## config.mk

```make
export PLATFORM = sky130hd
export DESIGN_NAME = pipeline_hazard_ctrl
export DESIGN_NICKNAME = d
export VERILOG_FILES = /design/src/rtl/pipeline_hazard_ctrl_pkg.sv /design/src/rtl/pipeline_hazard_ctrl_loaduse_cmp.sv /design/src/rtl/pipeline_hazard_ctrl.sv
export SDC_FILE = /design/constraint.sdc
export NUM_CORES = 1
export LEC_CHECK = 0
export CAP_MARGIN = 40
export CORE_ASPECT_RATIO = 1.1
export CORE_MARGIN = 4
export CORE_UTILIZATION = 43
export CTS_BUF_LIST = sky130_fd_sc_hd__clkbuf_2
export DETAILED_ROUTE_END_ITERATION = 16
export GPL_TIMING_DRIVEN = 0
export HOLD_SLACK_MARGIN = 0.03
export PLACE_DENSITY = 0.88
export SLEW_MARGIN = 20
export SYNTH_ARGS = -nofsm -noshare
export SYNTH_HDL_FRONTEND = slang
export SYNTH_SLANG_ARGS = --single-unit
```

## constraint.sdc

```tcl
create_clock -name clk -period 1.69 [get_ports clk]
set_input_delay 0.169 -clock clk [delete_from_list [all_inputs] [get_ports clk]]
set_output_delay 0.169 -clock clk [all_outputs]
set_load 0.01 [all_outputs]
```

## src/rtl/pipeline_hazard_ctrl_pkg.sv

```systemverilog
// Shared definitions for the pipeline stall/flush controller: FSM states,
// register-index width and the per-buffer write/flush control bundle.
package pipeline_hazard_ctrl_pkg;

  localparam int HZ_REG_W = 5;

  typedef enum logic {
    RUN      = 1'b0,
    MEM_WAIT = 1'b1
  } hz_state_t;

  typedef struct packed {
    logic pc_write;
    logic ifid_write;
    logic ifid_flush;
    logic idex_write;
    logic idex_flush;
    logic exmem_write;
    logic memwb_write;
  } hz_ctrl_t;

  function automatic hz_ctrl_t hz_ctrl(
    input logic pc_w,
    input logic ifid_w,
    input logic ifid_f,
    input logic idex_w,
    input logic idex_f,
    input logic exmem_w,
    input logic memwb_w
  );
    hz_ctrl_t c;
    c.pc_write    = pc_w;
    c.ifid_write  = ifid_w;
    c.ifid_flush  = ifid_f;
    c.idex_write  = idex_w;
    c.idex_flush  = idex_f;
    c.exmem_write = exmem_w;
    c.memwb_write = memwb_w;
    return c;
  endfunction

endpackage

```

## src/rtl/pipeline_hazard_ctrl_loaduse_cmp.sv

```systemverilog
// Load-use detector: the ID instruction reads the register a load in EX
// is about to write. Register x0 is hardwired to zero and never matches.
module hazard_loaduse_cmp
  import pipeline_hazard_ctrl_pkg::*;
#(
  parameter int REG_W = HZ_REG_W
) (
  input  logic [REG_W-1:0] rs1,
  input  logic [REG_W-1:0] rs2,
  input  logic             use_rs1,
  input  logic             use_rs2,
  input  logic             ex_mem_read,
  input  logic [REG_W-1:0] ex_rd,
  output logic             hazard
);

  logic rs1_hit;
  logic rs2_hit;
  logic rd_live;

  assign rs1_hit = use_rs1 & (rs1 == ex_rd);
  assign rs2_hit = use_rs2 & (rs2 == ex_rd);
  assign rd_live = (ex_rd != '0);
  assign hazard  = ex_mem_read & rd_live & (rs1_hit | rs2_hit);

endmodule

```

## src/rtl/pipeline_hazard_ctrl.sv

```systemverilog
// Stall/flush controller for the 5-stage pipeline: memory-wait freeze,
// taken-branch squash, load-use bubble and a sticky memory-wait watchdog.
// Define HAZARD_PERF_CNT_EN to add the stall/flush/load-use counters.
module pipeline_hazard_ctrl
  import pipeline_hazard_ctrl_pkg::*;
#(
  parameter int REG_W   = HZ_REG_W,
  parameter int TIMEOUT = 255,
  parameter int CNT_W   = 32
) (
  input  logic             clk,
  input  logic             rst,
  input  logic [REG_W-1:0] id_readReg1,
  input  logic [REG_W-1:0] id_readReg2,
  input  logic             id_useRs1,
  input  logic             id_useRs2,
  input  logic             ex_memRead,
  input  logic [REG_W-1:0] ex_writeReg,
  input  logic             ex_branchTaken,
  input  logic             mem_req,
  input  logic             mem_ready,
  output logic             pcWrite,
  output logic             ifidWrite,
  output logic             ifidFlush,
  output logic             idexWrite,
  output logic             idexFlush,
  output logic             exmemWrite,
  output logic             memwbWrite,
  output logic             memTimeout,
  output logic             waitState
`ifdef HAZARD_PERF_CNT_EN
  ,
  output logic [CNT_W-1:0] stallCycles,
  output logic [CNT_W-1:0] flushCount,
  output logic [CNT_W-1:0] loadUseCount
`endif
);

  localparam int WC_W = $clog2(TIMEOUT + 1);
  localparam logic [WC_W-1:0] TMO_CNT = WC_W'(TIMEOUT);

  hz_state_t       state;
  hz_state_t       state_nxt;
  logic [WC_W-1:0] wait_cnt;
  logic [WC_W-1:0] wait_cnt_nxt;
  logic            timeout_q;
  logic            freeze;
  logic            load_use;
  hz_ctrl_t        ctrl;

  assign freeze = mem_req & ~mem_ready;

  hazard_loaduse_cmp #(
    .REG_W(REG_W)
  ) u_loaduse_cmp (
    .rs1        (id_readReg1),
    .rs2        (id_readReg2),
    .use_rs1    (id_useRs1),
    .use_rs2    (id_useRs2),
    .ex_mem_read(ex_memRead),
    .ex_rd      (ex_writeReg),
    .hazard     (load_use)
  );

  always_ff @(posedge clk or negedge rst) begin
    if (!rst) begin
      state     <= RUN;
      wait_cnt  <= '0;
      timeout_q <= 1'b0;
    end else begin
      state    <= state_nxt;
      wait_cnt <= wait_cnt_nxt;
      if ((state == MEM_WAIT) && (wait_cnt == TMO_CNT)) begin
        timeout_q <= 1'b1;
      end
    end
  end

  // The watchdog only observes; the freeze itself is never broken by it.
  always_comb begin
    state_nxt    = state;
    wait_cnt_nxt = wait_cnt;
    case (state)
      RUN: begin
        if (freeze) begin
          state_nxt    = MEM_WAIT;
          wait_cnt_nxt = WC_W'(1);
        end
      end
      MEM_WAIT: begin
        if (freeze) begin
          if (wait_cnt != TMO_CNT) begin
            wait_cnt_nxt = wait_cnt + 1'b1;
          end
        end else begin
          state_nxt    = RUN;
          wait_cnt_nxt = '0;
        end
      end
      default: begin
        state_nxt    = RUN;
        wait_cnt_nxt = '0;
      end
    endcase
  end

  // Pipeline inputs are held by the freeze itself, so a pending branch or
  // load-use simply reappears on the release cycle without extra storage.
  always_comb begin
    ctrl = hz_ctrl(1'b1, 1'b1, 1'b0, 1'b1, 1'b0, 1'b1, 1'b1);
    if (freeze) begin
      ctrl = '0;
    end else if (ex_branchTaken) begin
      ctrl = hz_ctrl(1'b1, 1'b1, 1'b1, 1'b1, 1'b1, 1'b1, 1'b1);
    end else if (load_use) begin
      ctrl = hz_ctrl(1'b0, 1'b0, 1'b0, 1'b1, 1'b1, 1'b1, 1'b1);
    end
    if (!rst) begin
      ctrl = '0;
    end
  end

  assign pcWrite    = ctrl.pc_write;
  assign ifidWrite  = ctrl.ifid_write;
  assign ifidFlush  = ctrl.ifid_flush;
  assign idexWrite  = ctrl.idex_write;
  assign idexFlush  = ctrl.idex_flush;
  assign exmemWrite = ctrl.exmem_write;
  assign memwbWrite = ctrl.memwb_write;
  assign memTimeout = timeout_q;
  assign waitState  = rst & (state == MEM_WAIT);

`ifdef HAZARD_PERF_CNT_EN
  logic flush_cyc;
  logic lu_cyc;

  assign flush_cyc = ~freeze & ex_branchTaken;
  assign lu_cyc    = ~freeze & ~ex_branchTaken & load_use;

  always_ff @(posedge clk or negedge rst) begin
    if (!rst) begin
      stallCycles  <= '0;
      flushCount   <= '0;
      loadUseCount <= '0;
    end else begin
      if (freeze) begin
        stallCycles <= stallCycles + 1'b1;
      end
      if (flush_cyc) begin
        flushCount <= flushCount + 1'b1;
      end
      if (lu_cyc) begin
        loadUseCount <= loadUseCount + 1'b1;
      end
    end
  end
`endif

endmodule

```

==> impl_metrics.env <==
export IMPL_dieHeight_um=51.5
export IMPL_start_util_pct=46.3
export IMPL_crit_required_ps=1890
export IMPL_core_um2=1600
export IMPL_fp_row_count=15
export IMPL_synth_nets=106
export IMPL_grt_pass1_wl_um=3370
export IMPL_tritoncts="built"
export IMPL_grt_overflow=0
export IMPL_numPortBuffers=31
export IMPL_drc_errors=0
export IMPL_clkSinkCount=10
export IMPL_first_pass_iters=4
export IMPL_diodes=0
export IMPL_cp_start_kind="flip-flop"
export IMPL_totalWireLength_um=2340
export IMPL_synth_most_common_cell="dfrtp_1"
export IMPL_yosysSeqAreaShare_pct=33.9
export IMPL_grt_use_total_pct=19.4
export IMPL_ys_top_cells_by_count="dfrtp_1 (10), nand2_1 (9), xor2_1 (9)"
export IMPL_cap_violations=0
export IMPL_clkTransAtPathRegs_ps=120
export IMPL_syn_inst=82
export IMPL_finalCritPeriodShare_pct=95.7
export IMPL_synth_area_top_cells="dfrtp_1 (34%), xor2_1 (11%), nand2_1 (4.6%), xnor2_1 (3.6%), buf_4 (3.1%)"
export IMPL_arrival_ps=1810
export IMPL_synth_cell_area_um2=738
export IMPL_fmax_ghz=0.618
export IMPL_fp_dieArea_um2=2440
export IMPL_synth_edf_count=0
export IMPL_final_hold_violation_count=0
export IMPL_grt_start_max_net_pins=11
export IMPL_hold_path_class="reg -> reg"
export IMPL_viasPerCell=5.80
export IMPL_grt_pass1_vias=806
export IMPL_netlist_area_leader_share_pct=33.9
export IMPL_numCtsBuffers=3
export IMPL_outcome="finished clean"
export IMPL_drt_iter0_drc=15
export IMPL_setup_viol=0
export IMPL_fin_skew_ps=10.4
export IMPL_hpwl_um=1590
export IMPL_ys_types=33
export IMPL_fin_cells=138
export IMPL_ys_warn_count=0
export IMPL_slew_viol_final=0
export IMPL_slew_limit_headroom_pct=69.6
export IMPL_postLayoutCoreUtil_pct=71.5
export IMPL_path_class="reg -> reg"
export IMPL_endpoint_kind="flip-flop"
export IMPL_min_period_ps=1620
export IMPL_root_buffer="clkbuf_2"
export IMPL_worst_pin_slew_ps=455
export IMPL_dp_cells=130
export IMPL_power_density_nw_per_um2=512
export IMPL_antenna_found_initial=0
export IMPL_avgSynthCellArea_um2=9.00
export IMPL_cts_buffer_depth=2
export IMPL_die_w_um=47.5
export IMPL_vdd_ir_drop_max_mv=0.471
export IMPL_clock_latency_ps=280
export IMPL_synthFlopType="dfrtp_1"
export IMPL_gp_congestion=0.826
export IMPL_drive_gt1_share_pct=28.1
export IMPL_cts_max_level=1
export IMPL_final_nets=146
export IMPL_critPathMaxFanout=6
export IMPL_yosysTopAreaCell="dfrtp_1"
export IMPL_drtAntennaViolNets=0
export IMPL_p_leak_nw=0.540
export IMPL_io_pin_count=32
export IMPL_wire_per_inst_um=16.9
export IMPL_dr_total_vias=800
export IMPL_synthToLayoutAreaGrowth_pct=54.4
export IMPL_ys_ff_latch=10
export IMPL_ys_async_sr_fraction_pct=100
==> flip-flops by register name, indices dropped and copies added, names as in the netlist <==
| name | count |
|---|---|
| wait_cnt | 8 |
| memTimeout | 1 |
| state | 1 |
==> final timing paths <==
kind	start	endpoint	slack (ps)	cells past startpoint
max in group asynchronous	rst	state	770	2
max reg2reg	wait_cnt[0]	wait_cnt[2]	70	5
min in group asynchronous	rst	wait_cnt[6]	600	2
min	memTimeout	memTimeout	490	1
min reg2reg	memTimeout	memTimeout	490	1
max	wait_cnt[0]	wait_cnt[2]	70	5
==> final cells by class <==
type | instances | area, um2
clock inverters | 1 | 3.75
multi-input cells | 62 | 498
fillers | 123 | 455
plain buffers | 3 | 22.5
inverters | 5 | 18.8
clock buffers | 3 | 15.0
well taps | 17 | 21.3
repair buffers | 37 | 310
flip-flops and latches | 10 | 250
==> cell usage in the layout, fill, tap and decap left out, drive strengths merged, types with 5 or more instances in the layout <==
cell type | Yosys | layout
buf | 4 | 13
clkbuf | 1 | 8
clkdlybuf4s50 | 0 | 9
dfrtp | 10 | 10
dlygate4sd2 | 0 | 8
inv | 5 | 5
nand2 | 9 | 9
nor2 | 5 | 5
xor2 | 9 | 9
==> worst max-delay path: stages (launching register included) <==
cell     delay, ps
dfrtp_1        460
ha_4           180
and4_4         250
nand4_4        160
and3_1         250
o32ai_2        250
==> layer usage <==
layer | part of all wire, % | global-route usage [%] | wire length, um | vias up
met5 | 0 | 0 | 0 | -
met2 | 56 | 32.8 | 1300 | 26
met3 | 3.7 | 4.58 | 87 | 9
met1 | 38 | 21.6 | 882 | 394
met4 | 2.7 | 9.22 | 63 | 0
li1 | - | - | - | 371
==> logic make-up after synthesis <==
| logic type | share of synthesized area [%] |
|---|---|
| DFF | 33.9 |
| and+or+nand+nor | 23.1 |
| adders and majority gates | 1.69 |
| xor gates and xnor gates | 14.2 |
| buffers and inverters | 6.78 |
| muxes | 1.36 |
| AOI/OAI and AO/OA | 19.0 |
==> report_power, final <==
part           leakage [nW]  switching [W]  internal, W  total [W]
Clock                0.0140      0.0000966    0.0000513   0.000148
Sequential            0.136     0.00000944     0.000246   0.000255
Combinational         0.390      0.0000836    0.0000972   0.000181
==> per-stage QoR <==
| step | cell area (um2) | worst slack, ps | hold slack, ps | TNS, ps | total power [W] |
|---|---|---|---|---|---|
| finish | 1140 | 72.7 | 492 | 0 | 0.000584 |
| CTS | 1100 | -71.7 | 497 | -83.0 | 0.000559 |
| floorplan | 738 | 192 | -127 | 0 | 0.000324 |
| detailed placement | 1070 | -771 | 473 | -3890 | 0.000423 |
| global placement | 1070 | -699 | 457 | -3590 | 0.000416 |
| global route | 1140 | -32.4 | 541 | -72.5 | 0.000607 |
==> what timing repair did <==
| item | 4_1_cts | 5_1_grt |
|---|---|---|
| setup endpoints to repair | 8 | 6 |
| endpoints found under the hold margin | 10 | 0 |
| setup buffers | 2 | 3 |
| hold buffers | 1 | 0 |
| pin swaps | 5 | 11 |
| gates resized for setup | 48 | 22 |
No activity file was read; power rests on OpenSTA's default activity.
